[config.mk]
export PLATFORM = sky130hd
export DESIGN_NAME = instruction_fetch
export DESIGN_NICKNAME = d
export VERILOG_FILES = /design/src/rtl/mips_pkg.sv /design/src/rtl/fetch_fifo.sv /design/src/rtl/instruction_fetch.sv
export SDC_FILE = /design/constraint.sdc
export NUM_CORES = 1
export LEC_CHECK = 0
export CORE_MARGIN = 2
export CORE_UTILIZATION = 53
export CTS_CLUSTER_DIAMETER = 150
export CTS_CLUSTER_SIZE = 8
export DETAILED_ROUTE_END_ITERATION = 16
export PLACE_DENSITY = 0.85
export SLEW_MARGIN = 20
export SYNTH_ARGS = -nofsm -noshare
export SYNTH_HDL_FRONTEND = slang
export SYNTH_SLANG_ARGS = --single-unit
[constraint.sdc]
create_clock -name clk -period 15.9 [get_ports clk]
set_clock_uncertainty 0.2 [all_clocks]
set_input_delay 1.59 -clock clk [delete_from_list [all_inputs] [get_ports clk]]
set_output_delay 1.59 -clock clk [all_outputs]
set_load 0.1 [all_outputs]
[src/rtl/mips_pkg.sv]
// mips_pkg: constants, the fetch buffer entry type and the jump-target helper
// shared by the fetch front end.
package mips_pkg;

    localparam int unsigned INSN_W  = 32;
    localparam int unsigned ADDR_W  = 32;

    // Opcode and j-target field positions within an instruction word
    localparam int unsigned OP_MSB  = 31;
    localparam int unsigned OP_LSB  = 26;
    localparam int unsigned TGT_MSB = 25;
    localparam int unsigned TGT_LSB = 0;

    localparam logic [5:0]        OPCODE_J         = 6'b000010;
    localparam logic [ADDR_W-1:0] RESET_PC_DEFAULT = 32'h0000_0000;

    // One buffered fetch: the word and the byte address it came from
    typedef struct packed {
        logic [ADDR_W-1:0] pc;
        logic [INSN_W-1:0] ins;
    } fetch_entry_t;

    // j target: region bits of pc+4 concatenated with the word-aligned index
    function automatic logic [ADDR_W-1:0] jump_target(
        input logic [ADDR_W-1:0] pc_plus4,
        input logic [INSN_W-1:0] ins
    );
        return {pc_plus4[31:28], ins[TGT_MSB:TGT_LSB], 2'b00};
    endfunction

endpackage

[src/rtl/fetch_fifo.sv]
// fetch_fifo: DEPTH-entry prefetch buffer of {pc, ins} pairs.
// Ports: clk, rst (async, active-high), push/pop/flush controls, wr_pc/wr_ins
// write data, head_pc/head_ins head entry (raw, ungated), count occupancy.
// Flush empties the buffer and overrides push and pop on the same edge.
module fetch_fifo
    import mips_pkg::*;
#(
    parameter int unsigned DEPTH = 2
) (
    input  logic                   clk,
    input  logic                   rst,
    input  logic                   push,
    input  logic                   pop,
    input  logic                   flush,
    input  logic [31:0]            wr_pc,
    input  logic [31:0]            wr_ins,
    output logic [31:0]            head_pc,
    output logic [31:0]            head_ins,
    output logic [$clog2(DEPTH):0] count
);

    localparam int unsigned AW = $clog2(DEPTH);
    localparam int unsigned CW = AW + 1;

    fetch_entry_t        mem [DEPTH];
    logic [AW-1:0]       wptr;
    logic [AW-1:0]       rptr;

    // Pointer and occupancy bookkeeping; pointers wrap naturally (power-of-two depth)
    always_ff @(posedge clk or posedge rst) begin
        if (rst) begin
            wptr  <= '0;
            rptr  <= '0;
            count <= '0;
        end else if (flush) begin
            wptr  <= '0;
            rptr  <= '0;
            count <= '0;
        end else begin
            if (push) wptr <= wptr + AW'(1);
            if (pop)  rptr <= rptr + AW'(1);
            case ({push, pop})
                2'b10:   count <= count + CW'(1);
                2'b01:   count <= count - CW'(1);
                default: count <= count;
            endcase
        end
    end

    // Storage needs no reset: contents are only observed while count is nonzero
    always_ff @(posedge clk) begin
        if (push && !flush) begin
            mem[wptr] <= '{pc: wr_pc, ins: wr_ins};
        end
    end

    assign head_pc  = mem[rptr].pc;
    assign head_ins = mem[rptr].ins;

endmodule

[src/rtl/instruction_fetch.sv]
// instruction_fetch: program counter, next-PC selection and prefetch buffer
// feeding decode over a valid/ready handshake.
// Ports: clk, rst (async, active-high); imem_addr/imem_ins combinational
// instruction memory; out_valid/out_ready/out_ins/out_pc to decode;
// redirect_valid/redirect_pc flush-and-restart from decode/execute.
// Build option: FETCH_JUMP_PREDECODE_EN follows j words locally instead of
// waiting for a redirect from decode.
module instruction_fetch
    import mips_pkg::*;
#(
    parameter logic [31:0] RESET_PC = RESET_PC_DEFAULT,
    parameter int unsigned DEPTH    = 2
) (
    input  logic        clk,
    input  logic        rst,
    output logic [31:0] imem_addr,
    input  logic [31:0] imem_ins,
    output logic        out_valid,
    input  logic        out_ready,
    output logic [31:0] out_ins,
    output logic [31:0] out_pc,
    input  logic        redirect_valid,
    input  logic [31:0] redirect_pc
);

    localparam int unsigned CW = $clog2(DEPTH) + 1;

    logic [31:0]   pc;
    logic [31:0]   pc_plus4;
    logic [31:0]   next_pc;
    logic [CW-1:0] count;
    logic [31:0]   head_pc;
    logic [31:0]   head_ins;
    logic          push;
    logic          pop;
    logic          unused_redirect_lsbs;

    assign unused_redirect_lsbs = ^redirect_pc[1:0];

    assign imem_addr = pc;
    assign pc_plus4  = pc + 32'd4;

    // out_valid depends only on registered occupancy, never on out_ready
    assign out_valid = (count != '0);
    assign pop       = out_valid && out_ready;
    // A pop frees the slot the same edge, so a full buffer keeps streaming
    assign push      = !redirect_valid && ((count < CW'(DEPTH)) || pop);

    assign out_ins   = out_valid ? head_ins : 32'h0;
    assign out_pc    = out_valid ? head_pc  : 32'h0;

    // Next fetch address for a push edge
    always_comb begin
        next_pc = pc_plus4;
`ifdef FETCH_JUMP_PREDECODE_EN
        if (imem_ins[OP_MSB:OP_LSB] == OPCODE_J) begin
            next_pc = jump_target(pc_plus4, imem_ins);
        end
`endif
    end

    // Program counter: redirect beats push; otherwise hold while stalled
    always_ff @(posedge clk or posedge rst) begin
        if (rst) begin
            pc <= RESET_PC;
        end else if (redirect_valid) begin
            pc <= {redirect_pc[31:2], 2'b00};
        end else if (push) begin
            pc <= next_pc;
        end
    end

    fetch_fifo #(
        .DEPTH (DEPTH)
    ) u_fifo (
        .clk      (clk),
        .rst      (rst),
        .push     (push),
        .pop      (pop),
        .flush    (redirect_valid),
        .wr_pc    (pc),
        .wr_ins   (imem_ins),
        .head_pc  (head_pc),
        .head_ins (head_ins),
        .count    (count)
    );

endmodule
Word level (Yosys, flattened, before mapping)
Memory sizes are Yosys's and may differ from the RTL's. Index checks and enable logic that the tools add are counted.

Latch bits: 0. Output and inout port bits: 97. Memory bits (read-only): 0. Bits in registers: 36. Bits in writable memories: 128. Logic and storage cells: 34. Input bits: 68. Memories kept: 1.

Memory list: u_fifo.mem (words 2, bits a word 64, rd ports 1, clocked after Yosys merged registers in 0, wr ports 1, line fetch_fifo.sv:25) `fetch_entry_t mem [DEPTH];`.

Multiplexer cells: 12. Reductions and logical operators: 9. Magnitude comparators: 1. $mul: 0. Shifts and indexed selects: 0. $add $sub $neg: 5. Equality and inequality tests: 2. Bitwise operators: 0. Div/mod/pow operators: 0.

Operator list (count): $mux 32 (4); $add 32x3->32 const B (1); $mux 1 (6); $reduce_bool 2->1 (3); $pmux 2 s2 (1); $logic_and 1x1->1 (3); $reduce_bool 3->1 (1); $add 1x1->1 const B (2); $add 2x1->2 const B (1); $eq 2x1->1 const B (1); $eq 2x2->1 const B (1); $lt 2x2->1 const B (1); $mux 2 (1); $sub 2x1->2 const B (1); $logic_not 1->1 (1); $logic_or 1x1->1 (1).

Depth between registers and ports, before layout
Gate-level depths: netlist of the first run.

Depth after elaboration: 7. Mapped depth: 6. Depth with buffers taken out: 5.

Cells and area by module
From an unflattened synthesis of the first run, not the netlist that was laid out.

Cell total of the unflattened synthesis: 520. Area total of the unflattened synthesis: 7360.8 µm².

By module, submodules not included: fetch_fifo (sequential area each 3943.8 µm², instances 1, area an instance 5032.3 µm², cells each 219); instruction_fetch (sequential area each 750.7 µm², instances 1, area an instance 2328.5 µm², cells each 301).

Worst setup path before layout of the first run
Ideal clock, no wire load.

Kind: input to register. From: input port redirect_valid. To: memory u_fifo.mem[0][0] in the netlist's numbering, enable pin. Setup time: 0.558 ns. Path buffers: 3. Slack: 8.671 ns. Data required time: 15.142 ns. Arrival time: 6.471 ns. Cell stages on the path: 4. Cell sequence: clkbuf_1 -> clkbuf_1 -> buf_1 -> nor3_1.

Cells in the longest elaborated chain, start to end: 5.

Ends and longest elaborated chain: start: declaration (line instruction_fetch.sv:22) `input logic redirect_valid,`; $logic_not 1->1 * (line fetch_fifo.sv:52, instruction_fetch.sv:47); $logic_and 1x1->1 (line instruction_fetch.sv:47) `assign push = !redirect_valid && ((count < CW'(DEPTH)) || pop);`; $logic_and 1x1->1 * (line fetch_fifo.sv:52) `if (push && !flush) begin`; $mux 1 * (line fetch_fifo.sv:52); $mux 1 (not written as such) * (line fetch_fifo.sv:53) `mem[wptr] <= '{pc: wr_pc, ins: wr_ins};`; end: declaration (line fetch_fifo.sv:25).

Every way passes the cells marked *; elsewhere a longest branch is shown, timed or not.

Worst setup path in the final report of the first run
From: register u_fifo.count[1]. To: output port out_pc[2].

Cells in the longest elaborated chain, start to end: 2.

Ends and longest elaborated chain: start: declaration (line fetch_fifo.sv:19) `output logic [$clog2(DEPTH):0] count`; start signal: assignment (line fetch_fifo.sv:43) `2'b10: count <= count + CW'(1);`; start signal: assignment (line fetch_fifo.sv:44) `2'b01: count <= count - CW'(1);`; start signal: assignment (line fetch_fifo.sv:45) `default: count <= count;`; $reduce_bool 2->1 (line instruction_fetch.sv:44) `assign out_valid = (count != '0);`; $mux 32 (line instruction_fetch.sv:50) `assign out_pc = out_valid ? head_pc : 32'h0;`; end: declaration (line instruction_fetch.sv:21) `output logic [31:0] out_pc,`.

No other way between the ends.

==> run_results.csv, run 1 <==
group,metric,value,unit
status,status,"finished clean",
hold_path,hp-start,"imem_addr[20]",
synth,syn-cell-area,6648,um2
worst_setup_path,cp_cell_sequence,"nor2_4, buf_4, nor2_1, clkdlybuf4s50_1",
worst_setup_path,reg2reg_slack,13.13,ns
finish,nets,724,
worst_setup_path,r2r-start,"imem_addr[2]",
synth,syn_inst,498,
placed_design,place_congestion,0.8524,
worst_setup_path,r2r_end,"imem_addr[24]",
power,switching_power,0.0004636,W
clocking,clk-insertion-delay-late,0.41,ns
clocking,clock-sinks,158,
power,p_sw_frac,0.3735,
power,power,0.001241,W
clocking,cts_buffers,17,
worst_setup_path,reg2reg_depth,5,
clocking,ctsResizeCount,0,
synth,synth_cell_types,41,
grt,grt_start_max_net_pins,64,
hold_path,whs_endpoint,"u_fifo.mem[1][52]",
floorplanning,die_w,116.0,um
synth,synth_edf_count,124,
worst_setup_path,startpoint_type,"register",
placed_design,place.detailed.hpwl,9907,um
finish,seqCellArea,4578,um2
finish,drive_above_1_share,0.07186,
grt,grt_first_pass_wirelength,23490,um
run,drv_cap,0,
worst_setup_path,critical_path.startpoint,"u_fifo.count[1]",
timing,rsz0062_at_grt,"false",
placed_design,port_buffers,158,
power,p_comb_frac,0.295,
hold_path,hold_depth,0,
timing,hold_violations,0,
hold_path,worstHoldPathType,"register to register",
timing,final_max_slew_viol_count,0,
routing,drt_iter0_drc,520,
grt,grt_pass1_vias,4560,
synth,netlist_top_cells_area,"edfxtp_1 56%, dfrtp_1 13%, mux2i_1 9.5%",
clocking,cts_tree,"built",
worst_setup_path,arrival,2.98,ns
worst_setup_path,critPathKind,"register to primary output",
floorplanning,die_h,116.0,um
routing,wl,15320,um
synth,ys_seq_area_frac,0.6881,
floorplanning,die_area,13450,um2
synth,yosysTopAreaCellShare,0.5601,
timing,fmax,209.8,MHz
finish,fin_util,0.7383,
synth,ys_dominant_reg_cell,"edfxtp_1",
power,ir_drop,0.00008085,V
floorplanning,num_rows,40,
power,clkPwrFrac,0.294,
worst_setup_path,cp_slowest_cell,"clkdlybuf4s50_1",
routing,wl_per_cell,18.33,um
placed_design,pre_cts_slack,10.98,ns
clocking,clkSlewWorstSetupHoldPaths,0.06,ns
clocking,cts_max_level,4,
clocking,clockBufferDepth,2,
clocking,cts_root_buffer,"clkbuf_16",
synth,yosysWarnings,0,
routing,num_vias,4721,
power,intPower,0.0007776,W
finish,n_antenna_cell,0,
worst_setup_path,crit_family,"buffers and inverters",
floorplanning,io_pins,165,
timing,setup_ws,11.13,ns
timing,setup_violations,0,
synth,synth_top_area_cell,"edfxtp_1",
routing,drt_pass1_iterations,5,
grt,gr-usage-all-layers,0.2335,
power,p_leak,3.099,nW
synth,synth_area_per_cell,13.35,um2
finish,nFillCells,798,
timing,worst_slew_pin_slew,1.045,ns
clocking,postCtsSetupBuffers,0,
worst_setup_path,critical_path.max_stage_delay,0.99,ns
routing,route.detailed.drc,0,
timing,finalCriticalPeriod,4.767,ns
synth,synth_seq_cells,158,
worst_setup_path,path_buf_inv,2,
floorplanning,coreArea,12110,um2
synth,async_flop_share,0.2152,
routing,viasPerCell,5.647,
grt,antenna_found_initial,0,
grt,grt_overflow,0,
worst_setup_path,critical_path_peak_fanout,45,
timing,maxSlewHeadroom,0.3013,
timing,fin_tns_setup,0,ns
power,powerDensity,138.8,nW/um2
finish,multiInputGateArea,1927,um2
routing,ant_nets,0,
finish,area_growth,34.52,%
worst_setup_path,end_kind,"primary output",
worst_setup_path,worstPathRequired,14.11,ns
floorplanning,start_util,0.5489,
clocking,hold_buffers,0,
power,p_seq_frac,0.411,
timing,fin_crit_sh,0.2998,
## layout by cell type, fill, tap and decap left out, types with 3 or more instances in the layout
cell | synthesis | routed
nand3_1 | 12 | 12
xnor2_1 | 9 | 9
xor2_1 | 3 | 3
o311ai_0 | 8 | 8
clkdlybuf4s50_1 | 0 | 158
dfrtp_1 | 34 | 33
a31oi_1 | 11 | 11
inv_1 | 8 | 8
inv_6 | 0 | 3
and3_1 | 4 | 3
nand4_1 | 9 | 9
clkinvlp_4 | 0 | 6
mux2i_1 | 63 | 63
o31ai_1 | 8 | 8
or4_1 | 9 | 9
edfxtp_1 | 124 | 124
conb_1 | 1 | 4
buf_4 | 4 | 7
o21ai_0 | 15 | 15
nor2_1 | 82 | 81
or3_1 | 6 | 6
clkbuf_16 | 0 | 17
or2_2 | 4 | 4
nor3_1 | 8 | 7
nand2_1 | 29 | 29
## per-layer routing
layer,up-vias,GRT usage,routed length (um)
met5,-,0,0
met4,0,0.09524,365
met3,30,0.05178,1153
met2,247,0.3844,7576
met1,2291,0.3039,6227
li1,2153,-,-
## through the flow
step	hold slack [ns]	instance area (um2)	std cells
global placement	0.3135	8379	803
global route	0.3743	8942	836
detailed placement	0.3302	8379	803
finish	0.3665	8942	836
CTS	0.3594	8915	835
floorplan	0.3101	6659	501
## cells by family (layout without fill, tap and decap cells)
kind of cell | count (synthesis) | after routing | synth area share
flip-flops | 158 | 158 | 0.6881
other | 1 | 4 | 0.0005641
AND/OR/NAND/NOR | 177 | 177 | 0.1265
AO/OA/AOI/OAI | 47 | 47 | 0.04649
multiplexers | 63 | 63 | 0.09486
XOR/XNOR | 12 | 12 | 0.01581
buffers and inverters | 39 | 206 | 0.02578
adder cells (fa/ha/maj) | 1 | 1 | 0.001882
## Yosys cell counts (all sizes together), types with 2 or more instances
| cell | n |
|---|---|
| or3 | 6 |
| mux2i | 63 |
| and4 | 2 |
| o21ai | 15 |
| a31oi | 11 |
| xor2 | 3 |
| nor3 | 8 |
| o311ai | 8 |
| nand3 | 12 |
| or4 | 11 |
| clkbuf | 24 |
| o31ai | 8 |
| nand4 | 10 |
| dfrtp | 34 |
| edfxtp | 124 |
| a21oi | 2 |
| and2 | 2 |
| nand2 | 29 |
| or2 | 4 |
| nor2 | 82 |
| inv | 8 |
| nor2b | 2 |
| nor4 | 2 |
| xnor2 | 9 |
| buf | 7 |
| and3 | 4 |
## final cells by class
type | count | area share
repair buffers | 166 | 0.1858
clock inverters | 12 | 0.009934
multi-input cells | 304 | 0.2155
flip-flops and latches | 158 | 0.5120
well taps | 168 | 0.02351
clock buffers | 20 | 0.04995
inverters | 8 | 0.003358
## power groups by stage
stage | logic, W | clock network [W] | registers (W)
floorplan | 0.000222 | 0 | 0.000565
global placement | 0.000354 | 0 | 0.000521
detailed placement | 0.000359 | 0 | 0.000524
CTS | 0.000360 | 0.000368 | 0.000516
global route | 0.000379 | 0.000387 | 0.000514
finish | 0.000366 | 0.000365 | 0.000510
## registers in the layout (all words and copies together) (netlist names)
name and cells:
u_fifo.rptr 1, u_fifo.wptr 1, u_fifo.mem 124, u_fifo.count 2
imem_addr 30
## worst max path at each step
stage / endpoint / slack [ns] / cells after the start
after CTS: out_ins[20] / 10.94 / 3
after floorplan: u_fifo.mem[0][0] / 8.67 / 4
final: out_pc[2] / 11.13 / 4
after global placement: u_fifo.mem[1][52] / 11.09 / 5
after global routing: out_pc[2] / 11.00 / 4
after detailed placement: u_fifo.mem[1][52] / 10.98 / 5
No activity file was read; power rests on OpenSTA's default activity.
==> inputs of run 2 (changes only) <==
- CORE_UTILIZATION: 53 -> 49
- PLACE_DENSITY: 0.85 -> 0.8
- clock period: 15.9 -> 4.9 ns (I/O delays scaled with it)
==> run_results.csv, run 2 (synthesis results as in run 1) <==
group,metric,value,unit
finish,final_common_cell,"clkdlybuf4s50_1",
timing,hold_violations,0,
timing,fin_tns_setup,0,ns
finish,area_growth,35.91,%
power,p_sw_frac,0.3493,
power,clkPwrFrac,0.326,
placed_design,placed_cell_area,8411,um2
placed_design,port_buffers,158,
finish,n_antenna_cell,0,
power,intPower,0.002735,W
power,switching_power,0.001468,W
timing,finalCriticalPeriod,3.783,ns
grt,gr-usage-all-layers,0.2088,
worst_setup_path,startpoint_type,"register",
routing,num_vias,4605,
clocking,clkSlewWorstSetupHoldPaths,0.06,ns
placed_design,place.detailed.hpwl,9538,um
power,powerDensity,465.2,nW/um2
routing,drt_iter0_drc,401,
power,ir_drop,0.0002223,V
timing,rsz0062_at_grt,"false",
grt,antenna_found_initial,0,
floorplanning,die_h,120.5,um
worst_setup_path,reg2reg_depth,5,
floorplanning,die_w,120.5,um
power,p_comb_frac,0.276,
timing,hold_ws,0.2874,ns
grt,grt_overflow,0,
grt,grt_pass1_vias,4572,
clocking,ctsResizeCount,0,
floorplanning,num_rows,42,
placed_design,place_inst,813,
worst_setup_path,critical_path_peak_fanout,63,
floorplanning,coreArea,13240,um2
floorplanning,io_pins,165,
power,p_leak,3.149,nW
routing,route.detailed.drc,0,
grt,grt_first_pass_wirelength,23290,um
hold_path,worstHoldPathType,"input port to async pin",
worst_setup_path,critical_path.max_stage_delay,1.15,ns
clocking,cts_buffers,17,
worst_setup_path,critPathKind,"register to primary output",
timing,final_max_slew_viol_count,0,
finish,fin_cells,845,
worst_setup_path,critical_path.startpoint,"u_fifo.rptr",
grt,grt_start_max_net_pins,64,
placed_design,place_congestion,0.8180,
power,p_seq_frac,0.398,
clocking,cts_tree,"built",
finish,drive_above_1_share,0.07324,
routing,wl,14720,um
clocking,postCtsSetupBuffers,0,
timing,setup_violations,0,
worst_setup_path,cp_cell_sequence,"mux2i_1, nor2_1, clkdlybuf4s50_1",
routing,drt_pass1_iterations,8,
worst_setup_path,worstPathRequired,4.21,ns
floorplanning,start_util,0.5020,
clocking,clk-insertion-delay-late,0.41,ns
floorplanning,die_area,14510,um2
status,status,"finished clean",
clocking,clockBufferDepth,2,
worst_setup_path,cp_slowest_cell,"dfrtp_4",
clocking,clock-sinks,158,
worst_setup_path,arrival,3.09,ns
finish,nets,725,
finish,largest_reg_flops,124,
clocking,hold_buffers,0,
timing,maxSlewHeadroom,0.2615,
worst_setup_path,end_kind,"primary output",
timing,worst_slew_pin_slew,1.108,ns
routing,ant_nets,0,
routing,wl_per_cell,17.42,um
finish,regMostFlops,"u_fifo.mem",
clocking,cts_max_level,4,
routing,viasPerCell,5.450,
clocking,cts_root_buffer,"clkbuf_16",
finish,final_cell_mix,"158 x clkdlybuf4s50_1, 124 x edfxtp_1, 81 x nor2_1",
worst_setup_path,r2r-start,"imem_addr[2]",
run,drv_cap,0,
timing,fin_crit_sh,0.7721,
timing,fmax,264.3,MHz
finish,final_cell_area,9035,um2
-- run 2: path summary, 6_finish.rpt --
check	endpoint	slack (ns)
max in group asynchronous	u_fifo.rptr	3.86
max reg2reg	imem_addr[20]	2.06
min	imem_addr[16]	0.29
min in group clk	u_fifo.mem[1][44]	0.36
min reg2reg	u_fifo.mem[1][44]	0.36
max	out_pc[2]	1.12
-- run 2: stage by stage --
stage	setup slack [ns]	power (W)	util
2_1_floorplan	0.7112	0.002552	-
3_3_place_gp	1.523	0.002845	0.6351
3_5_place_dp	1.504	0.002864	0.6351
4_1_cts	1.057	0.004229	0.6823
5_1_grt	0.9479	0.004335	0.6823
6_report	1.117	0.004203	0.6823
-- run 2: area by class of cell --
class	instances	area [um2]
Inverter	8	30.03
Multi-Input combinational cell	304	1933
Clock buffer	21	460.4
Fill cell	942	4208
Clock inverter	11	163.9
Sequential cell	158	4578
Timing Repair Buffer	167	1649
Tap cell	176	220.2
-- run 2: power by group through the flow --
stage,logic [W],registers [W],clock network (W)
final,0.00116,0.00167,0.00137
after global routing,0.00120,0.00169,0.00145
after CTS,0.00117,0.00167,0.00139
after detailed placement,0.00116,0.00170,0
after global placement,0.00115,0.00169,0
after floorplan,0.000720,0.00183,0
-- run 2: critical path: cells and delay by family (launching register included) --
family	cells	cell delay (ns)
buffers and inverters	1	1.14
flip-flops	1	1.15
AND/OR/NAND/NOR	1	0.15
multiplexers	1	0.20
-- run 2: per-layer routing --
layer / part of all wire / track usage
met5: 0 / 0
met2: 0.51 / 0.3506
met3: 0.056 / 0.04387
met4: 0.022 / 0.09811
met1: 0.41 / 0.2593
==> inputs of run 3 (changes only) <==
- clock period: 4.9 -> 3.5 ns (I/O delays scaled with it)
==> run_results.csv, run 3 (synthesis results as in run 1) <==
group,metric,value,unit
worst_setup_path,startpoint_type,"register",
worst_setup_path,critPathKind,"register to register",
worst_setup_path,crit_family,"simple AND/OR/NAND/NOR gates",
power,powerDensity,671.2,nW/um2
finish,final_cell_mix,"124 x edfxtp_1, 92 x clkdlybuf4s50_1, 81 x nor2_1",
worst_setup_path,worstPathRequired,3.63,ns
timing,maxSlewHeadroom,0.3320,
worst_setup_path,end_kind,"register",
grt,grt_first_pass_wirelength,23410,um
clocking,ctsResizeCount,0,
worst_setup_path,reg2reg_slack,0.79,ns
grt,met1_usage,0.2624,
routing,wl_per_cell,17.62,um
grt,gr-usage-all-layers,0.2100,
worst_setup_path,cp_cell_sequence,"ha_1, nand4_1, or4_1, or4_1, a31oi_1",
grt,busiest_layer,"met2",
timing,rsz0062_at_grt,"false",
status,status,"finished clean",
clocking,postCtsSetupBuffers,0,
hold_path,worstHoldPathType,"input port to async pin",
placed_design,place_congestion,0.8047,
placed_design,placed_cell_area,8280,um2
timing,finalCriticalPeriod,2.708,ns
routing,num_vias,4644,
worst_setup_path,critical_path_peak_fanout,12,
finish,drive_above_1_share,0.1741,
clocking,cts_max_level,4,
worst_setup_path,cp_slowest_cell,"or4_1",
routing,viasPerCell,5.476,
timing,fin_crit_sh,0.7738,
grt,gr-usage-met3,0.05047,
finish,regMostFlops,"u_fifo.mem",
floorplanning,start_util,0.5020,
timing,fmax,369.3,MHz
floorplanning,die_h,120.5,um
worst_setup_path,crit_top_cell,"or4_1",
placed_design,port_buffers,158,
run,drv_cap,0,
worst_setup_path,reg2reg_depth,5,
clocking,clkSlewWorstSetupHoldPaths,0.06,ns
timing,hold_violations,0,
floorplanning,coreArea,13240,um2
placed_design,place.detailed.hpwl,9959,um
timing,setup_violations,0,
finish,nets,728,
power,ir_drop,0.0003193,V
routing,drt_pass1_iterations,5,
routing,drt_iter0_drc,442,
worst_setup_path,r2r-start,"imem_addr[2]",
worst_setup_path,cp.depth,5,
grt,grt_pass1_vias,4623,
floorplanning,die_area,14510,um2
worst_setup_path,path_buf_inv,0,
timing,setup_ws,0.7918,ns
grt,antenna_found_initial,0,
clocking,cts_root_buffer,"clkbuf_16",
timing,final_max_slew_viol_count,0,
finish,n_antenna_cell,0,
worst_setup_path,critical_path.max_stage_delay,0.68,ns
timing,fin_tns_setup,0,ns
grt,grt_overflow,0,
grt,use_met2,0.3542,
finish,nFillCells,979,
finish,largest_reg_flops,124,
finish,area_growth,34.59,%
floorplanning,io_pins,165,
timing,worst_slew_pin_slew,0.9989,ns
finish,fin_util,0.6756,
grt,grt_start_max_net_pins,55,
clocking,clk-insertion-delay-late,0.41,ns
floorplanning,die_w,120.5,um
clocking,hold_buffers,0,
routing,wl,14940,um
placed_design,pre_cts_slack,0.4938,ns
clocking,cts_tree,"built",
power,p_leak,3.297,nW
routing,ant_nets,0,
finish,final_common_cell,"edfxtp_1",
finish,fin_cells,848,
clocking,clock-sinks,158,
placed_design,place_inst,816,
worst_setup_path,r2r_end,"imem_addr[24]",
routing,route.detailed.drc,0,
worst_setup_path,arrival,2.84,ns
clocking,cts_buffers,17,
finish,final_cell_area,8947,um2
floorplanning,num_rows,42,
clocking,clockBufferDepth,2,
## run 3: cell count changes in the layout (fill, tap and decap cells not counted)
cell             change
buf_4               +68
clkdlybuf4s50_1     -66
clkinvlp_4           -4
bufinv_16            +2
clkbuf_8             -2
clkinv_1             +2
clkinv_2             -2
clkinv_4             +2
inv_6                +2
buf_12               +1
clkbuf_1             -1
inv_8                +1
## run 3: worst reg2reg max path, stage by stage, from the launching register on
cell and delay, ns:
dfrtp_1 0.49, ha_1 0.27, nand4_1 0.25, or4_1 0.68
or4_1 0.57, a31oi_1 0.18
## run 3: area by class of cell
class / instances / area, um2 / area share
clock inverter: 14 / 237.7 / 0.02657
multi-input combinational: 304 / 1933 / 0.2161
clock buffer: 18 / 429.2 / 0.04797
timing repair buffer: 170 / 1519 / 0.1698
inverter: 8 / 30.03 / 0.003356
tap: 176 / 220.2 / 0.02461
sequential: 158 / 4578 / 0.5117
## run 3: worst max path at each step
stage | startpoint | endpoint | slack, ns
final | imem_addr[2] | imem_addr[24] | 0.79
after global routing | imem_addr[2] | imem_addr[24] | 0.64
after CTS | imem_addr[2] | imem_addr[24] | 0.79
after detailed placement | out_ready | u_fifo.mem[0][13] | 0.49
after global placement | out_ready | u_fifo.mem[0][13] | 0.53
after floorplan | redirect_valid | u_fifo.mem[0][0] | 0.38
## run 3: through the flow
step                      hold WS, ns  power [W]
after detailed placement       0.3451   0.003988
after global placement         0.3320   0.003961
after CTS                      0.2672   0.006049
after global routing           0.3000   0.006194
after floorplan                0.2489   0.003573
final                          0.2558   0.006005
## run 3: power by group
| group | total (W) | switching (W) | internal, W |
|---|---|---|---|
| Sequential | 0.00232 | 0.000120 | 0.00220 |
| Combinational | 0.00163 | 0.00125 | 0.000376 |
| Clock | 0.00206 | 0.000716 | 0.00134 |
| Total | 0.00601 | 0.00209 | 0.00392 |
## run 3: metal layers
layer  up-vias  share of wire  routed length (um)
met5         -              0                   0
met4         0          0.018                 274
met3        25          0.063                 944
met2       187           0.51                7651
met1      2264           0.41                6068
li1       2168              -                   -
